[src/rtl/timer_pkg.sv]
// Shared definitions for the countdown timer's keypad front end.
// Holds the special key codes and the (row, column) -> key code map,
// plus the key code -> one-hot digit decode used for the keypad bus.
package timer_pkg;

  localparam logic [3:0] KEY_STAR = 4'd10;
  localparam logic [3:0] KEY_HASH = 4'd11;

  // Map a matrix position to its key code: r0={1,2,3} r1={4,5,6} r2={7,8,9} r3={*,0,#}
  function automatic logic [3:0] keymap(input logic [1:0] row, input logic [1:0] col);
    logic [3:0] code;
    if (row == 2'd3) begin
      case (col)
        2'd0:    code = KEY_STAR;
        2'd1:    code = 4'd0;
        default: code = KEY_HASH;
      endcase
    end else begin
      code = ({2'b00, row} * 4'd3) + {2'b00, col} + 4'd1;
    end
    return code;
  endfunction

  // Digits 0..9 become a one-hot bit; '*' and '#' have no digit bit
  function automatic logic [9:0] code_to_onehot(input logic [3:0] code);
    logic [9:0] oh;
    oh = '0;
    if (code <= 4'd9) begin
      oh = 10'd1 << code;
    end
    return oh;
  endfunction

endpackage

[src/rtl/kp_sync2.sv]
// Two-flop synchroniser for asynchronous, active-low input lines.
// Resets to all-ones so idle (released) lines read as inactive.
// Latency is two clk cycles from input change to output change.
module kp_sync2 #(
  parameter int W = 3
) (
  input  logic         clk,
  input  logic         rst,
  input  logic [W-1:0] i_d,
  output logic [W-1:0] o_q
);

  logic [W-1:0] r_meta;
  logic [W-1:0] r_sync;

  // Two-stage capture of the asynchronous lines
  always_ff @(posedge clk or posedge rst) begin
    if (rst) begin
      r_meta <= '1;
      r_sync <= '1;
    end else begin
      r_meta <= i_d;
      r_sync <= r_meta;
    end
  end

  assign o_q = r_sync;

endmodule

[src/rtl/keypad_scanner.sv]
// 4x3 matrix keypad scanner: walks an active-low row, debounces press and release,
// and holds the accepted key as one-hot digit / star / hash plus a code.
// key_strobe pulses once in the first cycle a key output rises.
module keypad_scanner
  import timer_pkg::*;
#(
  parameter int SETTLE   = 3,
  parameter int DEBOUNCE = 20
) (
  input  logic       clk,
  input  logic       rst,
  input  logic [2:0] key_col,
  output logic [3:0] key_row,
  output logic [9:0] keypad,
  output logic       key_star,
  output logic       key_hash,
  output logic [3:0] key_code,
  output logic       key_strobe
);

  localparam int CNT_MAX = (SETTLE > DEBOUNCE) ? SETTLE : DEBOUNCE;
  localparam int CW      = $clog2(CNT_MAX);

  localparam logic [CW-1:0] SETTLE_LAST = CW'(SETTLE - 1);
  localparam logic [CW-1:0] DEB_LAST    = CW'(DEBOUNCE - 1);

  typedef enum logic [1:0] {
    SCAN     = 2'd0,
    PRESS_DB = 2'd1,
    PRESSED  = 2'd2
  } state_t;

  state_t        r_state,      w_state_nxt;
  logic [1:0]    r_row,        w_row_nxt;
  logic [CW-1:0] r_settle_cnt, w_settle_nxt;
  logic [CW-1:0] r_deb_cnt,    w_deb_nxt;
  logic [2:0]    r_cap_col,    w_cap_nxt;
  logic [9:0]    r_keypad,     w_keypad_nxt;
  logic          r_star,       w_star_nxt;
  logic          r_hash,       w_hash_nxt;
  logic [3:0]    r_code,       w_code_nxt;
  logic          r_strobe,     w_strobe_nxt;

  logic [2:0]    w_col;
  logic          w_col_single;
  logic [1:0]    w_cap_idx;
  logic [3:0]    w_cap_code;

  kp_sync2 #(.W(3)) u_sync (
    .clk (clk),
    .rst (rst),
    .i_d (key_col),
    .o_q (w_col)
  );

  // Exactly one column pulled low is the only pattern accepted as a key
  assign w_col_single = (w_col == 3'b110) || (w_col == 3'b101) || (w_col == 3'b011);

  // Column index of the captured pattern and the key it names on the held row
  always_comb begin
    w_cap_idx = 2'd0;
    case (r_cap_col)
      3'b101:  w_cap_idx = 2'd1;
      3'b011:  w_cap_idx = 2'd2;
      default: w_cap_idx = 2'd0;
    endcase
    w_cap_code = keymap(r_row, w_cap_idx);
  end

  // State, scan position, counters and registered key outputs
  always_ff @(posedge clk or posedge rst) begin
    if (rst) begin
      r_state      <= SCAN;
      r_row        <= 2'd0;
      r_settle_cnt <= '0;
      r_deb_cnt    <= '0;
      r_cap_col    <= 3'b111;
      r_keypad     <= '0;
      r_star       <= 1'b0;
      r_hash       <= 1'b0;
      r_code       <= 4'd0;
      r_strobe     <= 1'b0;
    end else begin
      r_state      <= w_state_nxt;
      r_row        <= w_row_nxt;
      r_settle_cnt <= w_settle_nxt;
      r_deb_cnt    <= w_deb_nxt;
      r_cap_col    <= w_cap_nxt;
      r_keypad     <= w_keypad_nxt;
      r_star       <= w_star_nxt;
      r_hash       <= w_hash_nxt;
      r_code       <= w_code_nxt;
      r_strobe     <= w_strobe_nxt;
    end
  end

  // Scan / debounce sequencing; outputs only move on entry to and exit from PRESSED
  always_comb begin
    w_state_nxt  = r_state;
    w_row_nxt    = r_row;
    w_settle_nxt = r_settle_cnt;
    w_deb_nxt    = r_deb_cnt;
    w_cap_nxt    = r_cap_col;
    w_keypad_nxt = r_keypad;
    w_star_nxt   = r_star;
    w_hash_nxt   = r_hash;
    w_code_nxt   = r_code;
    w_strobe_nxt = 1'b0;

    case (r_state)
      SCAN: begin
        if (r_settle_cnt == SETTLE_LAST) begin
          w_settle_nxt = '0;
          if (w_col_single) begin
            w_cap_nxt   = w_col;
            w_deb_nxt   = '0;
            w_state_nxt = PRESS_DB;
          end else begin
            // idle or multi-key pattern: move on to the next row
            w_row_nxt = r_row + 2'd1;
          end
        end else begin
          w_settle_nxt = r_settle_cnt + 1'b1;
        end
      end

      PRESS_DB: begin
        if (w_col == r_cap_col) begin
          if (r_deb_cnt == DEB_LAST) begin
            w_deb_nxt    = '0;
            w_state_nxt  = PRESSED;
            w_code_nxt   = w_cap_code;
            w_keypad_nxt = code_to_onehot(w_cap_code);
            w_star_nxt   = (w_cap_code == KEY_STAR);
            w_hash_nxt   = (w_cap_code == KEY_HASH);
            w_strobe_nxt = 1'b1;
          end else begin
            w_deb_nxt = r_deb_cnt + 1'b1;
          end
        end else begin
          // bounce: give up on this row without touching the outputs
          w_row_nxt    = r_row + 2'd1;
          w_settle_nxt = '0;
          w_state_nxt  = SCAN;
        end
      end

      PRESSED: begin
        if (w_col == 3'b111) begin
          if (r_deb_cnt == DEB_LAST) begin
            w_deb_nxt    = '0;
            w_row_nxt    = r_row + 2'd1;
            w_settle_nxt = '0;
            w_state_nxt  = SCAN;
            w_keypad_nxt = '0;
            w_star_nxt   = 1'b0;
            w_hash_nxt   = 1'b0;
            w_code_nxt   = 4'd0;
          end else begin
            w_deb_nxt = r_deb_cnt + 1'b1;
          end
        end else begin
          // any non-idle sample restarts the release count
          w_deb_nxt = '0;
        end
      end

      default: begin
        w_state_nxt = SCAN;
      end
    endcase
  end

  assign key_row    = ~(4'b0001 << r_row);
  assign keypad     = r_keypad;
  assign key_star   = r_star;
  assign key_hash   = r_hash;
  assign key_code   = r_code;
  assign key_strobe = r_strobe;

endmodule

[config.mk]
export PLATFORM = sky130hd
export DESIGN_NAME = keypad_scanner
export DESIGN_NICKNAME = d
export VERILOG_FILES = /design/src/rtl/timer_pkg.sv /design/src/rtl/kp_sync2.sv /design/src/rtl/keypad_scanner.sv
export SDC_FILE = /design/constraint.sdc
export NUM_CORES = 1
export LEC_CHECK = 0
export ABC_AREA = 1
export CAP_MARGIN = 20
export CORE_ASPECT_RATIO = 1.2
export CORE_MARGIN = 2
export CORE_UTILIZATION = 45
export CTS_CLUSTER_DIAMETER = 40
export DETAILED_ROUTE_END_ITERATION = 8
export GPL_TIMING_DRIVEN = 0
export PLACE_DENSITY = 0.65
export SETUP_SLACK_MARGIN = 0.5
export SLEW_MARGIN = 0
export SYNTH_ARGS = -nofsm -noshare
export SYNTH_HDL_FRONTEND = slang
export SYNTH_SLANG_ARGS = --single-unit
[constraint.sdc]
create_clock -name clk -period 5.8 [get_ports clk]
set_input_delay 0.58 -clock clk [delete_from_list [all_inputs] [get_ports clk]]
set_output_delay 0.58 -clock clk [all_outputs]
set_load 0.05 [all_outputs]
# [Yosys cells after proc, flatten, opt, wreduce, memory -nomap -nowiden]
# Cells that the tools add are included.
[op_classes] n_reduce_logical=12 multipliers=1 order_cmp=1 muxes=49 addsub=5 bitwise_logic=1 shift=2 eq_ne=24
[op_table] op="10-bit two-way mux" n=5
[op_table] op="5-bit two-way mux" n=9
[op_table] op="5-bit case mux with 3 select lines" n=2
[op_table] op="2-bit two-way mux" n=11
[op_table] op="4-bit two-way mux" n=5
[op_table] op="10-bit case mux with 2 select lines" n=1
[op_table] op="2-bit inequality test (second input constant)" n=8
[op_table] op="4-bit case mux with 2 select lines" n=2
[op_table] op="3-bit == test (second input constant)" n=4
[op_table] op="2-bit case mux with 3 select lines" n=2
[op_table] op="5-bit by 1-bit adder with 5-bit output (second input constant)" n=2
[op_table] op="5-bit AND reduction" n=2
[op_table] op="1-bit by 4-bit left shift with 10-bit output (first input constant)" n=1
[op_table] op="1-bit two-way mux" n=9
[op_table] op="4-bit == test (second input constant)" n=2
[op_table] op="4-bit AND reduction" n=2
[op_table] op="3-bit by 2-bit == test with 1-bit output (second input constant)" n=2
[op_table] op="6-bit AND reduction" n=1
[op_table] op="5-bit by 2-bit == test with 1-bit output (second input constant)" n=1
[op_table] op="5-bit == test (second input constant)" n=1
[op_table] op="4-bit by 1-bit adder with 4-bit output (second input constant)" n=1
[op_table] op="4-bit by 2-bit adder with 4-bit output" n=1
[op_table] op="2-bit by 1-bit == test with 1-bit output (second input constant)" n=2
[op_table] op="2-bit == test (second input constant)" n=2
[op_table] op="14 further kinds" n=17
[totals] reg_bits=40 elab_cells=107 output_inout_bits=21

# [Depth between registers and ports, before layout]
# Gate-level depths: netlist of the first run.
[logic_depth] depth_word=10 mapped_depth=14 mapped_depth_nobuf=14

# [By module]
# A second synthesis of the first run with hierarchy kept.
[hier_totals] hier_cells=294 area_unflattened_um2=2293.4
[by_module_without_submodules] module="keypad_scanner" area_per_inst_um2=2132.0 cells_per_inst=287 instances=1
[by_module_without_submodules] module="kp_sync2" area_per_inst_um2=161.4 cells_per_inst=7 instances=1

# [Least setup slack after synthesis of the first run]
# No wires, ideal clock.
[synth_timing] path_type="register to register" startpoint="reg r_cap_col[2]" endpoint="reg r_keypad[8] (netlist: keypad[8])" setup_time_ps=83 slack_ps=3412 t_required_ps=5717 stages_incl_launch_ff=13 path_buffers=0 arrival_ps=2305 path_cell_list="dfstp_2 inv_1 nand3_1 inv_1 fa_1 inv_1 fa_1 nand2_1 nand2_1 nand2_1 nor2_1 nand3_1 o21ai_0"
[synth_via] elab_chain_cells=10 elab_cells_between_ends=18 cone_classes="add/sub: 2; order compare: 1; eq/ne: 5; shift: 1; mux: 7; reduce/logical: 2"
[synth_lines] element="start: declaration" line="keypad_scanner.sv:37" rtl="logic [2:0] r_cap_col, w_cap_nxt;"
[synth_lines] element="start signal: assignment" line="keypad_scanner.sv:88" rtl="r_cap_col <= w_cap_nxt;"
[synth_lines] element="3-bit by 2-bit == test with 1-bit output / 3-bit == test (equally long branches)" line="keypad_scanner.sv:62" rtl="case (r_cap_col)"
[synth_lines] element="2-bit case mux with 2 select lines" line="keypad_scanner.sv:62"
[synth_lines] element="4-bit by 2-bit adder with 4-bit output (tied with other cells)" line="timer_pkg.sv:19" rtl="code = ({2'b00, row} * 4'd3) + {2'b00, col} + 4'd1;"
[synth_lines] element="4-bit by 1-bit adder with 4-bit output / 4-bit case mux with 2 select lines (equally long branches)" line="timer_pkg.sv:19, timer_pkg.sv:13"
[synth_lines] element="4-bit two-way mux" line="timer_pkg.sv:12" rtl="if (row == 2'd3) begin"
[synth_lines] element="4-bit less-or-equal comparator / 1-bit by 4-bit left shift with 10-bit output (equally long branches)" line="timer_pkg.sv:28, timer_pkg.sv:29"
[synth_lines] element="10-bit two-way mux" line="timer_pkg.sv:28" rtl="if (code <= 4'd9) begin"
[synth_lines] element="10-bit two-way mux" line="keypad_scanner.sv:129" rtl="if (r_deb_cnt == DEB_LAST) begin"
[synth_lines] element="10-bit two-way mux" line="keypad_scanner.sv:128" rtl="if (w_col == r_cap_col) begin"
[synth_lines] element="10-bit case mux with 2 select lines" line="keypad_scanner.sv:110" rtl="case (r_state)"
[synth_lines] element="end signal: assignment" line="keypad_scanner.sv:89" rtl="r_keypad <= w_keypad_nxt;"
[synth_lines] element="end: declaration" line="keypad_scanner.sv:38" rtl="logic [9:0] r_keypad, w_keypad_nxt;"
# Several ways; a longest one is shown, not always the timed one. The select of a mux whose other input is x is not followed.
# A chain may end at the register's enable or synchronous reset.

# [Worst setup path in the final report of the first run]
# Ends and elaborated chain as after synthesis.

==> run_results.csv, run 1 <==
group,metric,value,unit
clocking,cts_root_buf,"clkbuf_8",
floorplan,ios,26,
clocking,cts_tree,"yes",
setup_path,cp-end-kind,"flip-flop",
detailed_routing,vias,1997,
worst_hold_path,hp-start,"u_sync.r_meta[1]$_DFF_PP1_",
setup_path,path_cells,"inv_1 > nand3_1 > inv_1 > fa_1 > inv_1 > fa_1 > inv_1 > nand2_1 > nand3_1 > inv_1 > nor2_1 > nand3_1 > o21ai_0",
setup_path,reg2reg_from,"r_cap_col[2]$_DFFE_PP1P_",
setup_path,cp-start-kind,"flip-flop",
floorplan,die_x,70.4,um
sta,skew,0.00291,ns
placement,place.port_buffers,25,
logic_synthesis,ys_ff_latch,40,
logic_synthesis,yosys_warnings,0,
detailed_routing,antenna_left,0,
floorplan,design.core.area,0.00519,sq mm
detailed_routing,wl,4.52,mm
logic_synthesis,yosysSeqAreaShare,0.425,
power,p_total,1.23,mW
setup_path,setup.worst_path.class,"flip-flop to flip-flop",
sta,max_freq,0.381,GHz
sta,tightest_slew,0.841,ns
clocking,htree_num_levels,2,
job,cap_violations,0,
logic_synthesis,async_reset_ff_frac,1.00,
cells_and_area,nNetsFinal,372,
detailed_routing,drc_errors,0,
cells_and_area,fill_cells,526,
cells_and_area,area_delta_synth_final,17.6,%
logic_synthesis,netlist_top_cells_count,"111 x nand2_1, 39 x inv_1, 34 x nand3_1, 31 x dfrtp_1, 28 x nor2_1",
clocking,clock-sinks,40,
run_status,status,"finished, final reports clean",
sta,rsz0062_at_grt,"no",
grt,grt_use_total,0.168,
cells_and_area,final_layout_size_suffix_gt1_frac,0.0992,
power,leakage,1.44,nW
cells_and_area,n_antenna_cell,0,
worst_hold_path,hold_path.class,"flip-flop to flip-flop",
logic_synthesis,syn_inst,320,
logic_synthesis,ys.flop_type,"dfrtp_1",
logic_synthesis,synth_edf_count,0,
clocking,postCtsHoldBufs,0,
setup_path,cp_slowest_cell,"dfstp_2",
logic_synthesis,synth_area_leader_cell,"dfrtp_1",
floorplan,rows,29,
setup_path,cp_max_fo,7,
setup_path,rrSetupSlack,3.17,ns
setup_path,worstPathArrival,2.84,ns
detailed_routing,vias_per_cell,4.81,
logic_synthesis,yosysTopAreaCellShare,0.326,
grt,grt_antenna_before_repair,0,
grt,grt_pass1_vias,1889,
sta,fin_crit,2.63,ns
logic_synthesis,syn_nets,340,
logic_synthesis,syn_avg_cell_area,7.44,sq um
logic_synthesis,synth.distinct_cells,28,
clocking,clock_path_buffers,2,
detailed_routing,drtIter0Drc,119,
sta,slew_headroom,0.438,
placement,place_hpwl,3.40,mm
sta,hold_violations,0,
setup_path,worst_r2r_path_depth,13,
clocking,post_cts_buffers,0,
setup_path,worstPathRequired,6.01,ns
sta,setup_viol,0,
placement,gp_congestion,0.784,
setup_path,cp_slowest_stage_delay,0.56,ns
logic_synthesis,synthTopCellsByArea,"dfrtp_1 33%, nand2_1 17%, dfstp_2 9.9%",
cells_and_area,fin_util,0.540,
worst_hold_path,min_to,"u_sync.o_q[1]$_DFF_PP1_",
detailed_routing,wl_per_cell,10.9,um
power,ir_worst_vdd,0.216,mV
floorplan,die_area,0.00589,sq mm
clocking,clk_latency,0.29,ns
clocking,clk_pin_slew_worst_paths,0.07,ns
worst_hold_path,hold_depth,0,
sta,post-route-period-util,0.453,
setup_path,r2r_end,"keypad[8]$_DFFE_PP0P_",
grt,grt-ovfl-total,0,
sta,fin_tns_setup,0,ns
power,power.density,440,mW/mm^2
grt,grt_max_degree,41,
detailed_routing,firstDrtPassIters,4,
sta,final_max_slew_viol_count,0,
setup_path,cpMostUsedCell,"inv_1",
floorplan,die_h,83.7,um
logic_synthesis,syn_area,0.00238,sq mm
setup_path,worst-path-buf-inv,5,
logic_synthesis,synth.most_common_cell,"nand2_1",
setup_path,cp_top_family,"adder cells",
grt,grt_pass1_wl,8.04,mm
clocking,numCtsBuffers,5,
floorplan,initial_core_util,0.459,
clocking,post_cts_resized,0,
-- flip-flops by register name (all words and copies together), names as in the netlist --
register and cells:
r_state 2, r_row 2, u_sync.o_q 3, r_deb_cnt 5, u_sync.r_meta 3, r_cap_col 3, key_star 1, r_settle_cnt 5
key_hash 1, key_code 4, key_strobe 1, keypad 10
-- routing by layer --
metal,GRT usage,part of all wire,vias to the layer above
li1,-,-,1062
met1,0.198,0.44,900
met2,0.297,0.51,29
met3,0.0362,0.033,6
met4,0.0594,0.016,0
met5,0,0,-
-- how the worst max path moves through the flow --
stage | end | cells past startpoint | startpoint | slack (ns)
after floorplan | keypad[8]$_DFFE_PP0P_ | 12 | r_cap_col[2]$_DFFE_PP1P_ | 3.41
after global routing | keypad[8]$_DFFE_PP0P_ | 13 | r_cap_col[2]$_DFFE_PP1P_ | 2.94
after global placement | keypad[4]$_DFFE_PP0P_ | 13 | r_cap_col[2]$_DFFE_PP1P_ | 3.19
after CTS | keypad[8]$_DFFE_PP0P_ | 13 | r_cap_col[2]$_DFFE_PP1P_ | 3.15
final | keypad[8]$_DFFE_PP0P_ | 13 | r_cap_col[2]$_DFFE_PP1P_ | 3.17
after detailed placement | keypad[8]$_DFFE_PP0P_ | 13 | r_cap_col[2]$_DFFE_PP1P_ | 3.17
-- per-stage QoR --
stage	area [sq um]	hold slack [ns]	worst slack, ns	cells
after floorplan	2380	0.345	3.41	320
after global routing	2800	0.363	2.94	415
after global placement	2710	0.346	3.19	407
after detailed placement	2710	0.347	3.17	407
after CTS	2800	0.358	3.15	415
final	2800	0.358	3.17	415
-- power by group --
| group | switching [mW] | leakage (nW) | internal (mW) | total [mW] |
|---|---|---|---|---|
| clock network | 0.0945 | 0.0510 | 0.0949 | 0.189 |
| registers | 0.0495 | 0.519 | 0.327 | 0.377 |
| logic | 0.451 | 0.873 | 0.216 | 0.668 |
| total | 0.595 | 1.44 | 0.638 | 1.23 |
-- layout make-up --
cell class	instances	area (sq um)	share of cell area
well taps	62	77.6	0.0277
multi-input cells	233	1180	0.420
plain buffers	5	36.3	0.0129
flip-flops and latches	40	1010	0.361
repair buffers	25	250	0.0893
inverters	42	158	0.0562
clock inverters	2	10.0	0.00357
clock buffers	6	82.6	0.0295
-- placed cells by master (no fill, tap or decap), drive strengths merged --
cell | Yosys | final
a21oi | 3 | 3
buf | 3 | 3
clkbuf | 2 | 8
clkdlybuf4s50 | 0 | 25
clkinv | 2 | 4
dfrtp | 31 | 31
dfstp | 9 | 9
fa | 2 | 2
ha | 13 | 13
inv | 40 | 40
nand2 | 115 | 115
nand3 | 34 | 34
nand3b | 1 | 1
nand4 | 10 | 10
nor2 | 31 | 31
nor3 | 1 | 1
o21ai | 16 | 16
or2 | 4 | 4
xnor2 | 1 | 1
xor2 | 2 | 2
-- cells by family after synthesis --
kind of cell | count (synthesis) | share of synthesized area
compound gates | 19 | 0.0415
xor+xnor | 3 | 0.0110
fa+ha+maj | 15 | 0.0851
buf+inv | 47 | 0.0814
flops | 40 | 0.425
simple gates | 196 | 0.356
-- worst register-to-register path: stages, from the launching register on --
cell,delay [ns]
dfstp_2,0.56
inv_1,0.07
nand3_1,0.09
inv_1,0.06
fa_1,0.50
inv_1,0.06
fa_1,0.41
inv_1,0.07
nand2_1,0.04
nand3_1,0.18
inv_1,0.16
nor2_1,0.12
nand3_1,0.08
o21ai_0,0.15
(Power assumes the default switching activity.)
==> run 2, diff against run 1 <==
PLACE_DENSITY = 0.68   (was 0.65)
clock period = 2.28 ns   (was 5.8 ns; I/O delays follow)
==> run 2 against run 1 <==
Against the previous run:
- the flow now finishes with violations (setup timing)
- clock skew grew 0.0028 ns
- critical path depth is the same
- combinational power grew to 3.5 times the previous value
- global-route usage is essentially flat
- worst hold slack lost 0.020 ns
- utilization grew 3.6 points
- critical path type unchanged
- critical endpoint is now keypad[7]$_DFFE_PP0P_
- largest power group unchanged
==> run_results.csv, run 2 (synthesis gave the netlist of run 1 again) <==
group,metric,value,unit
grt,grt_max_degree,41,
power,swShare,0.482,
cells_and_area,nNetsFinal,380,
power,internal-power,1.97,mW
floorplan,die_h,83.7,um
worst_hold_path,hold_path.class,"input pin to flip-flop",
detailed_routing,wl_per_cell,11.1,um
detailed_routing,wl,4.70,mm
setup_path,worstPathArrival,2.63,ns
sta,fin_crit,2.39,ns
power,p_switching,1.84,mW
sta,layout_setup_ws,-0.112,ns
clocking,htree_num_levels,2,
setup_path,worstPathRequired,2.51,ns
clocking,clock_path_buffers,2,
cells_and_area,area_delta_synth_final,25.5,%
cells_and_area,n_antenna_cell,0,
cells_and_area,final_layout_size_suffix_gt1_frac,0.197,
floorplan,design.core.area,0.00519,sq mm
power,power_frac_clock,0.138,
floorplan,initial_core_util,0.459,
sta,rsz0062_at_grt,"yes",
grt,grt_antenna_before_repair,0,
cells_and_area,final_cell_mix,"100 x nand2_1, 33 x inv_1, 31 x nand3_1, 30 x dfrtp_1, 25 x nor2_1",
clocking,clk_pin_slew_worst_paths,0.08,ns
grt,grt-ovfl-total,0,
setup_path,cp-start-kind,"flip-flop",
detailed_routing,drtIter0Drc,128,
setup_path,r2r_end,"keypad[7]$_DFFE_PP0P_",
clocking,cts_tree,"yes",
job,cap_violations,0,
grt,grt_pass1_wl,8.09,mm
setup_path,worstSetupEndpoint,"keypad[7]$_DFFE_PP0P_",
power,combPwrFrac,0.613,
setup_path,reg2reg_from,"r_cap_col[2]$_DFFE_PP1P_",
power,seq_power_share,0.249,
sta,skew,0.00573,ns
cells_and_area,final_cell_area,0.00299,sq mm
power,p_total,3.80,mW
sta,final_max_slew_viol_count,0,
grt,grt_use_total,0.168,
clocking,cts_root_buf,"clkbuf_8",
grt,grt_pass1_vias,1931,
sta,fin_tns_setup,-1.03,ns
detailed_routing,firstDrtPassIters,4,
placement,place.port_buffers,25,
sta,setup_viol,14,
detailed_routing,antenna_left,0,
floorplan,ios,26,
sta,tightest_slew,0.817,ns
setup_path,rrSetupSlack,-0.11,ns
clocking,postCtsHoldBufs,0,
run_status,status,"finished, violations left",
power,ir_worst_vdd,0.666,mV
clocking,clock-sinks,40,
detailed_routing,vias_per_cell,4.93,
detailed_routing,drc_errors,0,
detailed_routing,vias,2084,
sta,slew_headroom,0.455,
setup_path,cp-end-kind,"flip-flop",
clocking,clk_latency,0.29,ns
placement,placed_area,0.00274,sq mm
setup_path,setup.worst_path.class,"flip-flop to flip-flop",
floorplan,die_area,0.00589,sq mm
setup_path,cp_max_fo,7,
cells_and_area,final_common_cell,"nand2_1",
run_status,violations,"setup timing",
sta,hold_violations,0,
sta,post-route-period-util,1.05,
setup_path,startpoint,"r_cap_col[2]$_DFFE_PP1P_",
placement,gp_congestion,0.802,
setup_path,worst_r2r_path_depth,13,
sta,max_freq,0.418,GHz
placement,place_hpwl,3.40,mm
floorplan,rows,29,
clocking,numCtsBuffers,5,
cells_and_area,largest_reg_flops,10,
floorplan,die_x,70.4,um
power,power.density,1270,mW/mm^2
power,leakage,1.50,nW
[run 2: layout make-up]
cell class                 count  area, sq um
buffer                         5         42.5
fill                         476         2200
timing repair buffer          33          315
inverter                      42          163
tap                           62         77.6
multi-input combinational    233         1270
sequential                    40         1010
clock inverter                 1         5.00
clock buffer                   7         97.6
[run 2: repair_timing]
item	4_1_cts	5_1_grt
pin swaps	6	11
resized for setup	27	16
setup endpoints to repair	19	31
hold endpoints to repair	0	0
setup buffers	4	4
[run 2: power groups by stage]
stage               sequential, mW  clock, mW  combinational [mW]
floorplan                    0.948          0                1.45
global route                 0.970      0.558                2.60
finish                       0.949      0.523                2.33
CTS                          0.947      0.538                2.09
detailed placement           0.977          0                1.82
global placement             0.970          0                1.78
[run 2: critical path: stages, from the launching register on]
cell	delay, ns
dfstp_2	0.54
inv_2	0.04
nand3_2	0.06
inv_2	0.04
fa_1	0.53
inv_1	0.06
fa_1	0.40
nand2_2	0.10
nand3_4	0.11
inv_4	0.11
nand3_1	0.09
nor2_1	0.09
nand3_1	0.08
nand2_1	0.09
[run 2: metrics by stage]
stage	util	setup slack, ns	hold WS (ns)	cells
after floorplan	-	-0.0529	0.232	320
after global placement	0.527	-0.160	0.346	407
after detailed placement	0.527	-0.192	0.348	407
after CTS	0.561	-0.108	0.329	419
after global routing	0.576	-0.237	0.333	423
final	0.576	-0.112	0.338	423
[run 2: worst min path at each step]
| stage | startpoint | end | slack (ns) | depth (start not counted) |
|---|---|---|---|---|
| 2_1_floorplan | key_col[0] | u_sync.r_meta[0]$_DFF_PP1_ | 0.23 | 0 |
| 3_3_place_gp | u_sync.r_meta[1]$_DFF_PP1_ | u_sync.o_q[1]$_DFF_PP1_ | 0.35 | 0 |
| 3_5_place_dp | u_sync.r_meta[0]$_DFF_PP1_ | u_sync.o_q[0]$_DFF_PP1_ | 0.35 | 0 |
| 4_1_cts | key_col[0] | u_sync.r_meta[0]$_DFF_PP1_ | 0.33 | 1 |
| 5_1_grt | key_col[0] | u_sync.r_meta[0]$_DFF_PP1_ | 0.33 | 1 |
| 6_report | key_col[0] | u_sync.r_meta[0]$_DFF_PP1_ | 0.34 | 1 |
[run 2: metal layers]
layer | global-route usage | wire length [um] | up-vias
met2 | 0.301 | 2390 | 45
met5 | 0 | 0 | -
met1 | 0.196 | 2060 | 948
met3 | 0.0411 | 188 | 5
met4 | 0.0472 | 60 | 0
li1 | - | - | 1086
==> run 3, diff against run 2 <==
CORE_UTILIZATION = 46   (was 45)
HOLD_SLACK_MARGIN = 0.03   (was not set)
PLACE_DENSITY = 0.66   (was 0.68)
clock period = 2.5 ns   (was 2.28 ns; I/O delays follow)
==> run 3 against run 2 <==
Against the previous run:
- the run now ends clean
- critical path type unchanged
- count of clock-buffer cells in the layout is 1 lower
- non-clock buffer count is 1 higher
- worst setup slack better by 0.18 ns
- final cell count is 0.24% lower
==> run_results.csv, run 3 (synthesis gave the netlist of run 1 again) <==
group,metric,value,unit
detailed_routing,vias,2031,
sta,max_freq,0.410,GHz
floorplan,design.core.area,0.00497,sq mm
grt,grt_antenna_before_repair,0,
clocking,cts_tree,"yes",
cells_and_area,stdcell_count,422,
clocking,clk_latency,0.29,ns
job,cap_violations,0,
worst_hold_path,hold_path.class,"input pin to flip-flop",
setup_path,cp_max_fo,7,
sta,skew,0.00361,ns
detailed_routing,wl_per_cell,11.2,um
floorplan,die_h,82.8,um
floorplan,ios,26,
power,power.density,1150,mW/mm^2
cells_and_area,area_delta_synth_final,26.2,%
clocking,numCtsBuffers,5,
sta,tightest_slew,0.811,ns
cells_and_area,largest_reg_flops,10,
clocking,postCtsHoldBufs,0,
sta,post-route-period-util,0.975,
setup_path,worstPathRequired,2.69,ns
floorplan,initial_core_util,0.479,
worst_hold_path,hold_depth,1,
cells_and_area,nNetsFinal,381,
sta,setup_viol,0,
clocking,clock-sinks,40,
placement,place_hpwl,3.37,mm
detailed_routing,wl,4.73,mm
cells_and_area,final_cell_mix,"103 x nand2_1, 32 x inv_1, 31 x dfrtp_1, 26 x nand3_1, 24 x nor2_1",
sta,fin_crit,2.44,ns
power,ir_worst_vdd,0.683,mV
cells_and_area,n_antenna_cell,0,
grt,grt_pass1_wl,8.34,mm
clocking,clk_pin_slew_worst_paths,0.08,ns
setup_path,worstPathArrival,2.62,ns
placement,placedCellCount,405,
detailed_routing,drtIter0Drc,64,
cells_and_area,fill_cells,469,
placement,gp_congestion,0.826,
run_status,status,"finished, final reports clean",
setup_path,reg2reg_from,"r_cap_col[2]$_DFFE_PP1P_",
floorplan,rows,28,
detailed_routing,firstDrtPassIters,4,
cells_and_area,final_layout_size_suffix_gt1_frac,0.204,
sta,slew_headroom,0.458,
detailed_routing,vias_per_cell,4.81,
setup_path,rrSetupSlack,0.06,ns
power,leakage,1.50,nW
placement,place.port_buffers,25,
sta,final_max_slew_viol_count,0,
cells_and_area,ff_latch_area,0.00101,sq mm
power,p_total,3.46,mW
grt,grt_pass1_vias,1919,
grt,grt_use_total,0.174,
worst_hold_path,min_to,"u_sync.r_meta[2]$_DFF_PP1_",
grt,grt-ovfl-total,0,
clocking,clock_path_buffers,2,
detailed_routing,antenna_left,0,
setup_path,cp-start-kind,"flip-flop",
setup_path,worst_r2r_path_depth,13,
clocking,htree_num_levels,2,
sta,hold_violations,0,
cells_and_area,final_common_cell,"nand2_1",
sta,rsz0062_at_grt,"yes",
floorplan,die_area,0.00577,sq mm
clocking,cts_root_buf,"clkbuf_8",
setup_path,cp-end-kind,"flip-flop",
floorplan,die_x,69.7,um
grt,grt_max_degree,41,
cells_and_area,multi_input_area,0.00130,sq mm
worst_hold_path,hp-start,"key_col[2]",
setup_path,r2r_end,"keypad[7]$_DFFE_PP0P_",
detailed_routing,drc_errors,0,
setup_path,setup.worst_path.class,"flip-flop to flip-flop",
run 3: cell count changes in the layout (fill, tap and decap cells not counted), moves of 3 or more:
cell,change
clkdlybuf4s15_2,-3
dlygate4sd2_1,+3
nand2_1,+3
nand3_1,-5
nand3_2,+5
run 3: worst max path at each step:
stage	from	endpoint	slack, ns	depth (start not counted)
finish	r_cap_col[2]$_DFFE_PP1P_	keypad[7]$_DFFE_PP0P_	0.06	13
detailed placement	r_cap_col[2]$_DFFE_PP1P_	keypad[8]$_DFFE_PP0P_	0.03	12
global placement	r_cap_col[2]$_DFFE_PP1P_	keypad[8]$_DFFE_PP0P_	0.05	12
global route	r_cap_col[2]$_DFFE_PP1P_	keypad[5]$_DFFE_PP0P_	-0.06	12
CTS	r_cap_col[2]$_DFFE_PP1P_	keypad[8]$_DFFE_PP0P_	0.11	12
floorplan	r_cap_col[2]$_DFFE_PP1P_	keypad[8]$_DFFE_PP0P_	0.17	12
run 3: worst max-delay path, cell delays in order, from the launching register on:
cell	delay (ns)
dfstp_2	0.54
inv_2	0.04
nand3_2	0.07
inv_2	0.04
fa_1	0.56
inv_2	0.05
fa_2	0.53
nand2_2	0.07
nand2_4	0.13
inv_2	0.08
nand3_1	0.07
nor2_1	0.05
nand3_1	0.06
nand2_1	0.06
run 3: metrics by stage:
stage | setup slack (ns) | instance area, sq um | utilization | hold slack [ns] | setup TNS, ns
2_1_floorplan | 0.167 | 2410 | - | 0.254 | 0
3_3_place_gp | 0.0499 | 2730 | 0.550 | 0.346 | 0
3_5_place_dp | 0.0277 | 2730 | 0.550 | 0.349 | 0
4_1_cts | 0.115 | 2900 | 0.583 | 0.351 | 0
5_1_grt | -0.0626 | 3010 | 0.604 | 0.352 | -0.320
6_report | 0.0628 | 3010 | 0.604 | 0.358 | 0
run 3: layer usage:
| layer | vias to the layer above | GRT usage | share of wire |
|---|---|---|---|
| met5 | - | 0 | 0 |
| met4 | 0 | 0.0524 | 0.012 |
| met3 | 5 | 0.0340 | 0.028 |
| met2 | 27 | 0.313 | 0.52 |
| met1 | 909 | 0.208 | 0.44 |
| li1 | 1090 | - | - |
run 3: cell type report:
class                           instances  share of cell area
Inverter                               42              0.0541
Sequential cell                        40               0.337
Timing Repair Buffer                   34               0.106
Buffer                                  5              0.0142
Clock inverter                          2             0.00500
Tap cell                               60              0.0250
Multi-Input combinational cell        233               0.432
Clock buffer                            6              0.0275
run 3: power by group:
part           switching, mW  leakage, nW  internal (mW)  total (mW)
Clock                  0.227       0.0434          0.223       0.450
Combinational           1.39        0.935          0.760        2.15
Sequential             0.108        0.519          0.758       0.866
run 3: timing repair:
action	in CTS	in global routing
pin swaps	3	16
cloned	0	1
buffers inserted	6	2
gates resized for setup	11	24
setup endpoints to repair	19	16
